<file path="src/rtl/alu_seq_pkg.sv">
// Shared opcodes and FSM encodings for the sequential ALU core.
package alu_seq_pkg;

    localparam logic [3:0] OP_NOT = 4'h0;
    localparam logic [3:0] OP_AND = 4'h1;
    localparam logic [3:0] OP_OR  = 4'h2;
    localparam logic [3:0] OP_XOR = 4'h3;
    localparam logic [3:0] OP_ADD = 4'h4;
    localparam logic [3:0] OP_ADC = 4'h5;
    localparam logic [3:0] OP_SUB = 4'h6;
    localparam logic [3:0] OP_SBC = 4'h7;
    localparam logic [3:0] OP_INC = 4'h8;
    localparam logic [3:0] OP_DEC = 4'h9;
    localparam logic [3:0] OP_SHR = 4'hA;
    localparam logic [3:0] OP_SHL = 4'hB;
    localparam logic [3:0] OP_ROR = 4'hC;
    localparam logic [3:0] OP_ROL = 4'hD;
    localparam logic [3:0] OP_CMP = 4'hE;
    localparam logic [3:0] OP_SWP = 4'hF;

    typedef enum logic [1:0] {
        ST_IDLE  = 2'd0,
        ST_SHIFT = 2'd1,
        ST_HOLD  = 2'd2
    } state_t;

    // True for the four ops that go through the iterative shifter.
    function automatic logic is_shift_op(input logic [3:0] op);
        return (op == OP_SHR) || (op == OP_SHL) || (op == OP_ROR) || (op == OP_ROL);
    endfunction

endpackage

</file>
<file path="src/rtl/alu_seq_shifter.sv">
// Iterative shift/rotate unit: moves one bit per cycle within the active
// width and exposes the next-step value so the core can capture it on the
// final step.
module alu_seq_shifter #(
    parameter int WIDTH = 20,
    parameter int CW    = 5
) (
    input  logic             clk,
    input  logic             rst,
    input  logic             load,
    input  logic             left,
    input  logic             rot,
    input  logic             mode,
    input  logic [WIDTH-1:0] din,
    input  logic [CW-1:0]    cnt_in,
    output logic [WIDTH-1:0] step_data,
    output logic             step_cout,
    output logic             step_cen,
    output logic             step_sign,
    output logic             step_last
);

    localparam int HW = WIDTH / 2;
    localparam logic [WIDTH-1:0] MASK_H = {{(WIDTH-HW){1'b0}}, {HW{1'b1}}};
    localparam logic [WIDTH-1:0] TOP_F  = {1'b1, {(WIDTH-1){1'b0}}};
    localparam logic [WIDTH-1:0] TOP_H  = {{(WIDTH-HW){1'b0}}, 1'b1, {(HW-1){1'b0}}};
    localparam logic [WIDTH-1:0] BIT0   = {{(WIDTH-1){1'b0}}, 1'b1};

    logic [WIDTH-1:0] data_q;
    logic [CW-1:0]    cnt_q;
    logic             left_q;
    logic             rot_q;
    logic             mode_q;
    logic [WIDTH-1:0] mask;
    logic [WIDTH-1:0] top;
    logic             msb;

    // Remaining step count; cleared on reset so an aborted shift stops at once.
    always_ff @(posedge clk) begin
        if (rst) begin
            cnt_q <= '0;
        end else if (load) begin
            cnt_q <= cnt_in;
        end else if (cnt_q != '0) begin
            cnt_q <= cnt_q - CW'(1);
        end
    end

    // Working word and op attributes; data only, so no reset needed.
    always_ff @(posedge clk) begin
        if (load) begin
            data_q <= din;
            left_q <= left;
            rot_q  <= rot;
            mode_q <= mode;
        end else if (cnt_q != '0) begin
            data_q <= step_data;
        end
    end

    // One-bit move within the active width; rotates feed the bit back in.
    always_comb begin
        step_data = '0;
        step_cout = 1'b0;
        mask      = mode_q ? '1 : MASK_H;
        top       = mode_q ? TOP_F : TOP_H;
        msb       = mode_q ? data_q[WIDTH-1] : data_q[HW-1];
        if (left_q) begin
            step_cout = msb;
            step_data = ((data_q << 1) & mask) | ((rot_q && msb) ? BIT0 : '0);
        end else begin
            step_cout = data_q[0];
            step_data = (data_q >> 1) | ((rot_q && data_q[0]) ? top : '0);
        end
        step_cen  = !rot_q;
        step_sign = mode_q ? step_data[WIDTH-1] : step_data[HW-1];
        step_last = (cnt_q == CW'(1));
    end

endmodule

</file>
<file path="src/rtl/alu_seq_core.sv">
// Handshaked ALU core: single-cycle logic/arithmetic ops, iterative
// shifts/rotates via alu_seq_shifter, and a Z/S/C status register.
module alu_seq_core
    import alu_seq_pkg::*;
#(
    parameter int WIDTH   = 20,
    parameter int SHAMT_W = 5
) (
    input  logic               clk,
    input  logic               rst,
    input  logic               in_valid,
    output logic               in_ready,
    input  logic [3:0]         op,
    input  logic               mode,
    input  logic [WIDTH-1:0]   a,
    input  logic [WIDTH-1:0]   b,
    input  logic [SHAMT_W-1:0] shamt,
    output logic               out_valid,
    input  logic               out_ready,
    output logic [WIDTH-1:0]   result,
    output logic               zero,
    output logic               sign,
    output logic               carry,
    output logic               busy
);

    localparam int HW  = WIDTH / 2;
    localparam int QW  = HW / 2;
    localparam int NCW = $clog2(WIDTH + 1);
    localparam int CW  = (NCW > SHAMT_W) ? NCW : SHAMT_W;
    localparam logic [WIDTH-1:0] MASK_H = {{(WIDTH-HW){1'b0}}, {HW{1'b1}}};
    localparam logic [WIDTH:0]   ONE_X  = {{WIDTH{1'b0}}, 1'b1};

    state_t           state_q, state_d;
    logic [WIDTH-1:0] mask, a_m, b_m;
    logic [WIDTH:0]   a_x, b_x, c_x, ar_x;
    logic [CW-1:0]    n_cnt, sh_ext, eff_cnt;
    logic             accept, go_shift;
    logic [WIDTH-1:0] alu_res, flag_val;
    logic             alu_c, alu_cen, arith;
    logic [WIDTH-1:0] sh_data;
    logic             sh_cout, sh_cen, sh_sign, sh_last;

    assign in_ready  = (state_q == ST_IDLE);
    assign out_valid = (state_q == ST_HOLD);
    assign busy      = (state_q == ST_SHIFT);
    assign accept    = in_valid && in_ready;

    // Single-cycle ops on operands truncated to the active width; the extra
    // top bit of the arithmetic result carries out/borrows at bit N.
    always_comb begin
        mask    = mode ? '1 : MASK_H;
        a_m     = a & mask;
        b_m     = b & mask;
        a_x     = {1'b0, a_m};
        b_x     = {1'b0, b_m};
        c_x     = {{WIDTH{1'b0}}, carry};
        ar_x    = '0;
        alu_res = a_m;
        arith   = 1'b0;
        case (op)
            OP_NOT: alu_res = ~a & mask;
            OP_AND: alu_res = a_m & b_m;
            OP_OR:  alu_res = a_m | b_m;
            OP_XOR: alu_res = a_m ^ b_m;
            OP_ADD: begin ar_x = a_x + b_x;        arith = 1'b1; end
            OP_ADC: begin ar_x = a_x + b_x + c_x;  arith = 1'b1; end
            OP_SUB: begin ar_x = a_x - b_x;        arith = 1'b1; end
            OP_SBC: begin ar_x = a_x - b_x - c_x;  arith = 1'b1; end
            OP_INC: begin ar_x = a_x + ONE_X;      arith = 1'b1; end
            OP_DEC: begin ar_x = a_x - ONE_X;      arith = 1'b1; end
            OP_CMP: ar_x = a_x - b_x;
            OP_SWP: alu_res = mode ? {a_m[HW-1:0], a_m[WIDTH-1:HW]}
                                   : (((a_m >> QW) | (a_m << (HW - QW))) & mask);
            default: alu_res = a_m;
        endcase
        if (arith) begin
            alu_res = ar_x[WIDTH-1:0] & mask;
        end
        alu_cen  = arith || (op == OP_CMP);
        alu_c    = mode ? ar_x[WIDTH] : ar_x[HW];
        flag_val = (op == OP_CMP) ? (ar_x[WIDTH-1:0] & mask) : alu_res;
        n_cnt    = mode ? CW'(WIDTH) : CW'(HW);
        sh_ext   = CW'(shamt);
        eff_cnt  = (sh_ext > n_cnt) ? n_cnt : sh_ext;
        go_shift = is_shift_op(op) && (eff_cnt != '0);
    end

    alu_seq_shifter #(
        .WIDTH (WIDTH),
        .CW    (CW)
    ) u_shifter (
        .clk       (clk),
        .rst       (rst),
        .load      (accept && go_shift),
        .left      ((op == OP_SHL) || (op == OP_ROL)),
        .rot       ((op == OP_ROR) || (op == OP_ROL)),
        .mode      (mode),
        .din       (a_m),
        .cnt_in    (eff_cnt),
        .step_data (sh_data),
        .step_cout (sh_cout),
        .step_cen  (sh_cen),
        .step_sign (sh_sign),
        .step_last (sh_last)
    );

    // FSM state register.
    always_ff @(posedge clk) begin
        if (rst) begin
            state_q <= ST_IDLE;
        end else begin
            state_q <= state_d;
        end
    end

    // FSM next-state: iterate for non-zero shifts, hold until the consumer takes it.
    always_comb begin
        state_d = state_q;
        case (state_q)
            ST_IDLE:  if (accept)    state_d = go_shift ? ST_SHIFT : ST_HOLD;
            ST_SHIFT: if (sh_last)   state_d = ST_HOLD;
            ST_HOLD:  if (out_ready) state_d = ST_IDLE;
            default:  state_d = ST_IDLE;
        endcase
    end

    // Result and status flags load only on entry to HOLD, so they stay put while stalled.
    always_ff @(posedge clk) begin
        if (rst) begin
            result <= '0;
            zero   <= 1'b0;
            sign   <= 1'b0;
            carry  <= 1'b0;
        end else if (accept && !go_shift) begin
            result <= alu_res;
            zero   <= (flag_val == '0);
            sign   <= mode ? flag_val[WIDTH-1] : flag_val[HW-1];
            if (alu_cen) carry <= alu_c;
        end else if (busy && sh_last) begin
            result <= sh_data;
            zero   <= (sh_data == '0);
            sign   <= sh_sign;
            if (sh_cen) carry <= sh_cout;
        end
    end

endmodule

</file>
<file path="config.mk">
export PLATFORM = sky130hd
export DESIGN_NAME = alu_seq_core
export DESIGN_NICKNAME = d
export VERILOG_FILES = /design/src/rtl/alu_seq_pkg.sv /design/src/rtl/alu_seq_shifter.sv /design/src/rtl/alu_seq_core.sv
export SDC_FILE = /design/constraint.sdc
export NUM_CORES = 1
export LEC_CHECK = 0
export ABC_CLOCK_PERIOD_IN_PS = 5200
export BUFFER_PORTS_ARGS = -buffer_cell sky130_fd_sc_hd__buf_2
export CAP_MARGIN = 25
export CORE_MARGIN = 4
export CORE_UTILIZATION = 45
export DETAILED_ROUTE_END_ITERATION = 16
export MAX_ROUTING_LAYER = met4
export PLACE_DENSITY = 0.74
export REMOVE_ABC_BUFFERS = 1
export SETUP_SLACK_MARGIN = 0.02
export SYNTH_ARGS = -nofsm -noshare
export SYNTH_HDL_FRONTEND = slang
export SYNTH_HIERARCHICAL = 1
export SYNTH_SLANG_ARGS = --single-unit
export TNS_END_PERCENT = 50
</file>
<file path="constraint.sdc">
create_clock -name clk -period 5.2 [get_ports clk]
set_input_delay 0.26 -clock clk [delete_from_list [all_inputs] [get_ports clk]]
set_output_delay 0.26 -clock clk [all_outputs]
set_load 0.005 [all_outputs]
</file>
==> results of run 1 <==
[through the flow]
stage               hold WS (ns)  power, mW  cell area [µm²]
detailed placement         0.455       2.04            10500
global placement           0.444       2.01            10500
CTS                        0.274       2.42            10700
global route               0.284       2.59            10700
finish                     0.273       2.46            10700
floorplan                  0.329       1.60             9610
[sequential cells by signal, summed over array words and instances, names as in the netlist]
register          count
u_shifter/mode_q      1
u_shifter/cnt_q       5
zero                  1
sign                  1
u_shifter/rot_q       1
carry                 1
u_shifter/left_q      1
u_shifter/data_q     20
state_q               2
result               20
[kinds of logic (layout without fill, tap and decap cells)]
group	Yosys count	after routing	synth area share [%]
buf+inv	153	189	6.06
simple gates	475	475	24.6
xor+xnor	72	72	6.44
compound gates	439	439	31.7
mux	47	47	5.43
flops	53	53	13.0
fa+ha+maj	99	99	12.7
[placed cells by master, fill, tap and decap left out, types with 31 or more instances in the layout]
cell     instances
nand3_1         38
o21ai_0         55
ha_1            96
a21oi_1         99
nand2_1        137
mux2_2          34
buf_2           79
nor3_1          31
inv_1           73
xnor2_1         45
nor2_1         112
[worst register-to-register path, stage by stage, from the launching register on]
cell and delay [ns]:
dfxtp_1 0.46, ha_1 0.27, ha_1 0.21, nand2_1 0.19, nor3_1 0.23, xnor2_1 0.14, nor2_1 0.05, a211oi_1 0.50
a21oi_1 0.18, or4_1 0.54, nor4_1 0.18, a31o_2 0.17, o2111ai_1 0.13, o31ai_2 0.18
[per-layer routing]
layer,vias to the layer above,GRT usage [%],part of all wire [%]
met1,5225,42.3,41
met4,0,11.4,4.6
met2,717,47.3,44
met5,-,-,0
li1,5087,-,-
met3,117,3.87,11
[final timing paths]
check	startpoint	to	slack, ns	cells past startpoint
setup / recovery	mode	sign	0.40	16
hold / removal	out_ready	state_q[1]	0.27	3
setup reg to reg	carry	zero	1.69	13
hold reg to reg	result[2]	result[2]	0.46	2
[where the power goes]
part / leakage, nW / switching, mW / internal (mW)
Combinational: 3.90 / 0.861 / 0.527
Clock: 0.0810 / 0.152 / 0.228
Sequential: 0.481 / 0.0891 / 0.601
Total: 4.46 / 1.10 / 1.36
[area by class of cell]
class | instances | area [µm²]
flip-flops and latches | 53 | 1290
well taps | 280 | 350
fillers | 2222 | 11100
inverters | 80 | 300
repair buffers | 101 | 561
clock inverters | 2 | 38.8
clock buffers | 6 | 129
multi-input cells | 1132 | 8020
==> out/metrics.yaml, run 1 <==
critical_path:
  path_cells: "buf_2 > and2_1 > ha_1 > nor4bb_1 > nand3_1 > a21o_1 > and4_1 > nor3_1 > and3_1 > and3_1 > and4_1 > nor3_1 > o41ai_1 > buf_4 > a31oi_1 > o21a_1"
  cpPeakStageDelay_ns: 0.55
  cp_top_family: "simple AND/OR/NAND/NOR gates"
  cp_max_fo: 24
  cpMaxStageDelayCell: "o41ai_1"
  cp_num_buf_inv: 2
  path_class: "in2reg"
  critical_path_arrival_ns: 4.99
  start_kind: "input pin"
  required_ns: 5.39
  crit_path_end_kind: "flop"
timing:
  final_hold_viol_count: 0
  layout_min_cycle_time_ns: 4.80
  rsz0062_at_grt: "false"
  fmax_mhz: 209
  slew_headroom_pct: 37.3
  drv_slew: 0
  tightest_slew_ns: 0.941
  period_share_pct: 92.2
  setup_ws_ns: 0.404
  setup_viol: 0
  fin_tns_setup_ns: 0
  skew_ns: 0.00785
die:
  fp.coreArea_mm2: 0.0218
  die_h_um: 156
  die_w_um: 156
  rows: 54
  die_area_mm2: 0.0245
  start_util_pct: 45.5
  pin_count: 80
placement:
  numPortBuffers: 79
  place_inst: 1646
  hpwl_mm: 30.3
  dp_worst_setup_slack_ns: 0.300
  place_congestion: 1.02
detailed_routing:
  wirelength_mm: 38.8
  wire_per_inst_um: 23.5
  antenna_left: 0
  drtIter0Drc: 1633
  vias: 11146
  firstDrtPassIters: 5
  drc: 0
  vias_per_cell: 6.74
yosys:
  synth-edff-count: 23
  synth_ff_type: "dfxtp_1"
  ys_seq_elements: 53
  ys_types: 106
  netlist_top_cells_count: "137 x nand2_1, 112 x nor2_1, 99 x a21oi_1, 96 x ha_1, 73 x inv_1"
  yosysTopAreaCellShare_pct: 12.1
  yosysMostFrequentCell: "nand2_1"
  syn_inst: 1338
  seq_area_frac_synth_pct: 13.0
  yosys_warnings: 6
  syn-cell-area_mm2: 0.00991
  syn-mean-instance-area_um2: 7.40
  synth_area_leaders: "ha_1 12%, edfxtp_1 7.0%, dfxtp_1 6.1%, nand2_1 5.2%, a21oi_1 5.0%"
  synth_top_area_cell: "ha_1"
  async_reset_ff_share_pct: 0
clock_tree:
  cts_buffer_depth: 2
  cts_hold_buf: 0
  cts_tree: "built"
  cts_buffers: 5
  cts_setup_buffers: 0
  cts_root_buf: "clkbuf_16"
  cts.sinks: 53
  post_cts_resized: 0
  clk_latency_ns: 0.30
  cts_htree_levels: 2
  clkTransAtPathRegs_ns: 0.07
final_layout:
  layout.nets: 1526
  fin_util_pct: 49.1
  final_cells: 1654
  n_antenna_cell: 0
  syn2layout_area_growth_pct: 7.95
  drive_gt1_share_pct: 13.6
pwr:
  ir_worst_vdd_mv: 0.174
  power_density_mw_per_mm2: 230
  p_leak_nw: 4.46
min_path:
  min-delay-path-class: "in2reg"
global_route:
  grtUsageTotal_pct: 31.1
  grt_pass1_vias: 9973
  grt_max_degree: 48
  grt_pass1_wl_mm: 58.4
  overflow: 0
  antenna_found_initial: 0
run_status:
  status: "complete, no violations"
job:
  drv_cap: 0
Note: power is estimated with default switching activity, not from simulation.
==> run 2, diff against run 1 <==
--- a/config.mk
+++ b/config.mk
@@ -12,9 +12,9 @@
 export CORE_UTILIZATION = 45
 export DETAILED_ROUTE_END_ITERATION = 16
 export MAX_ROUTING_LAYER = met4
-export PLACE_DENSITY = 0.74
 export REMOVE_ABC_BUFFERS = 1
 export SETUP_SLACK_MARGIN = 0.02
+export SLEW_MARGIN = 10
 export SYNTH_ARGS = -nofsm -noshare
 export SYNTH_HDL_FRONTEND = slang
 export SYNTH_HIERARCHICAL = 1
==> out/metrics.yaml, run 2 (synthesis results as in run 1) <==
job:
  drv_cap: 0  # unchanged
placement:
  place_congestion: 1.06  # was 1.02
  place_area_mm2: 0.0106  # was 0.0105 mm²
  numPortBuffers: 79  # unchanged
  hpwl_mm: 32.2  # was 30.3 mm
global_route:
  grt.busiest_layer: "met2"  # unchanged
  met3_usage_pct: 4.01  # was 3.87%
  grt_pass1_vias: 10170  # was 9973
  antenna_found_initial: 2  # was 0
  met2_usage_pct: 50.7  # was 47.3%
  grt_use_met1_pct: 44.4  # was 42.3%
  grt_max_degree: 48  # unchanged
  grt_pass1_wl_mm: 61.6  # was 58.4 mm
  overflow: 0  # unchanged
  grtUsageTotal_pct: 33.1  # was 31.1%
pwr:
  pwr-share-comb_pct: 55.9  # was 56.5%
  p_sw_mw: 1.11  # was 1.10 mW
  p_int_mw: 1.39  # was 1.36 mW
  p_leak_nw: 4.51  # was 4.46 nW
  p_seq_share_pct: 27.5  # was 28.1%
  ir_worst_vdd_mv: 0.134  # was 0.174 mV
  p_sw_share_pct: 44.4  # was 44.8%
  p_clk_share_pct: 16.5  # was 15.5%
  power_density_mw_per_mm2: 232  # was 230 mW/mm²
clock_tree:
  cts.sinks: 53  # unchanged
  clkTransAtPathRegs_ns: 0.07  # about the same
  cts_hold_buf: 0  # unchanged
  cts_htree_levels: 2  # unchanged
  cts_buffers: 5  # unchanged
  clk_latency_ns: 0.30  # about the same
  cts_buffer_depth: 2  # unchanged
  cts_tree: "built"  # unchanged
  cts_setup_buffers: 0  # unchanged
  cts_root_buf: "clkbuf_16"  # unchanged
  post_cts_resized: 0  # unchanged
final_layout:
  layout.nets: 1535  # was 1526
  layout_commonest_cell: "nand2_1"  # unchanged
  largestRegisters: "result: 20 flops, u_shifter/data_q: 20 flops, u_shifter/cnt_q: 5 flops"  # unchanged
  nFillCells: 2255  # was 2222
  syn2layout_area_growth_pct: 8.80  # was 7.95%
  layout_common_cells: "137 x nand2_1, 112 x nor2_1, 99 x a21oi_1, 96 x ha_1, 79 x buf_2"  # unchanged
  final_design_area_no_fill_mm2: 0.0108  # was 0.0107 mm²
  drive_gt1_share_pct: 14.2  # was 13.6%
run_status:
  status: "complete, no violations"  # unchanged
timing:
  fin_tns_setup_ns: 0  # unchanged
  tightest_slew_ns: 0.900  # was 0.941 ns
  hold-worst-slack_ns: 0.277  # was 0.273 ns
  skew_ns: 0.00715  # was 0.00785 ns
  fmax_mhz: 214  # was 209 MHz
  slew_headroom_pct: 40.0  # was 37.3%
  final_hold_viol_count: 0  # unchanged
  layout_min_cycle_time_ns: 4.66  # was 4.80 ns
  period_share_pct: 89.7  # was 92.2%
  rsz0062_at_grt: "false"  # unchanged
  setup_viol: 0  # unchanged
  drv_slew: 0  # unchanged
detailed_routing:
  antenna_left: 0  # unchanged
  drtIter0Drc: 1280  # was 1633
  firstDrtPassIters: 6  # was 5
  wirelength_mm: 40.4  # was 38.8 mm
  vias_per_cell: 6.54  # was 6.74
  drc: 0  # unchanged
  wire_per_inst_um: 24.3  # was 23.5 µm
  vias: 10883  # was 11146
die:
  rows: 54  # unchanged
  die_w_um: 156  # unchanged
  die_h_um: 156  # unchanged
  die_area_mm2: 0.0245  # unchanged
  fp.coreArea_mm2: 0.0218  # unchanged
  pin_count: 80  # unchanged
  start_util_pct: 45.5  # unchanged
critical_path:
  crit_path_end_kind: "flop"  # unchanged
  path_class: "in2reg"  # unchanged
  critPathLaunch: "mode"  # unchanged
  critical_path_arrival_ns: 4.88  # was 4.99 ns
  r2r_start: "carry"  # unchanged
  cp_max_fo: 24  # unchanged
  start_kind: "input pin"  # unchanged
  required_ns: 5.42  # was 5.39 ns
min_path:
  min-delay-start: "out_ready"  # unchanged
  min-delay-path-class: "in2reg"  # unchanged
## run 2: cell types whose count changed in the layout (fill, tap and decap cells not counted), sizes merged
cell and change:
buf +9, diode +1
## run 2: power groups by stage
stage | clock network [mW] | registers (mW) | logic (mW)
2_1_floorplan | 0 | 0.660 | 0.941
3_3_place_gp | 0 | 0.695 | 1.36
3_5_place_dp | 0 | 0.694 | 1.36
4_1_cts | 0.419 | 0.686 | 1.37
5_1_grt | 0.435 | 0.701 | 1.52
6_report | 0.414 | 0.689 | 1.40
## run 2: layout make-up
cell class | instances | area [µm²] | area share (%)
clock inverter | 2 | 35.0 | 0.325
multi-input combinational | 1132 | 8020 | 74.4
clock buffer | 6 | 150 | 1.39
sequential | 53 | 1290 | 12.0
timing repair buffer | 110 | 628 | 5.83
antenna | 1 | 2.50 | 0.0232
inverter | 80 | 300 | 2.79
tap | 280 | 350 | 3.25
## run 2: worst paths after layout
path	endpoint	slack, ns	cells past startpoint
worst max-delay path	zero	0.54	16
worst min-delay path	state_q[1]	0.28	3
worst max register to register	zero	1.58	13
worst min register to register	result[2]	0.47	2
## run 2: worst max-delay path, cell delays in order
cell and delay, ns:
buf_2 0.43, nand2_1 0.28, ha_1 0.64, nor4bb_1 0.40, nand3_1 0.15, a21o_1 0.22, a31oi_1 0.35, a311o_1 0.36
xnor2_1 0.20, and3_1 0.24, and4_1 0.20, nor3_1 0.05, o41ai_1 0.56, buf_4 0.22, o2111ai_1 0.14, o31ai_2 0.19
## run 2: per-layer routing
layer  up-vias  routed length [µm]
met5         -                   0
met4         0                1810
met3       119                3750
met2       582               17700
met1      5075               17200
li1       5107                   -
## run 2: per-stage QoR
| step | total power, mW | setup WS (ns) | utilization (%) | cells |
|---|---|---|---|---|
| 3_3_place_gp | 2.05 | 0.384 | 48.7 | 1655 |
| 6_report | 2.50 | 0.536 | 49.5 | 1664 |
| 3_5_place_dp | 2.06 | 0.342 | 48.7 | 1655 |
| 2_1_floorplan | 1.60 | 0.985 | - | 1265 |
| 4_1_cts | 2.47 | 0.634 | 49.5 | 1663 |
| 5_1_grt | 2.65 | 0.247 | 49.5 | 1664 |
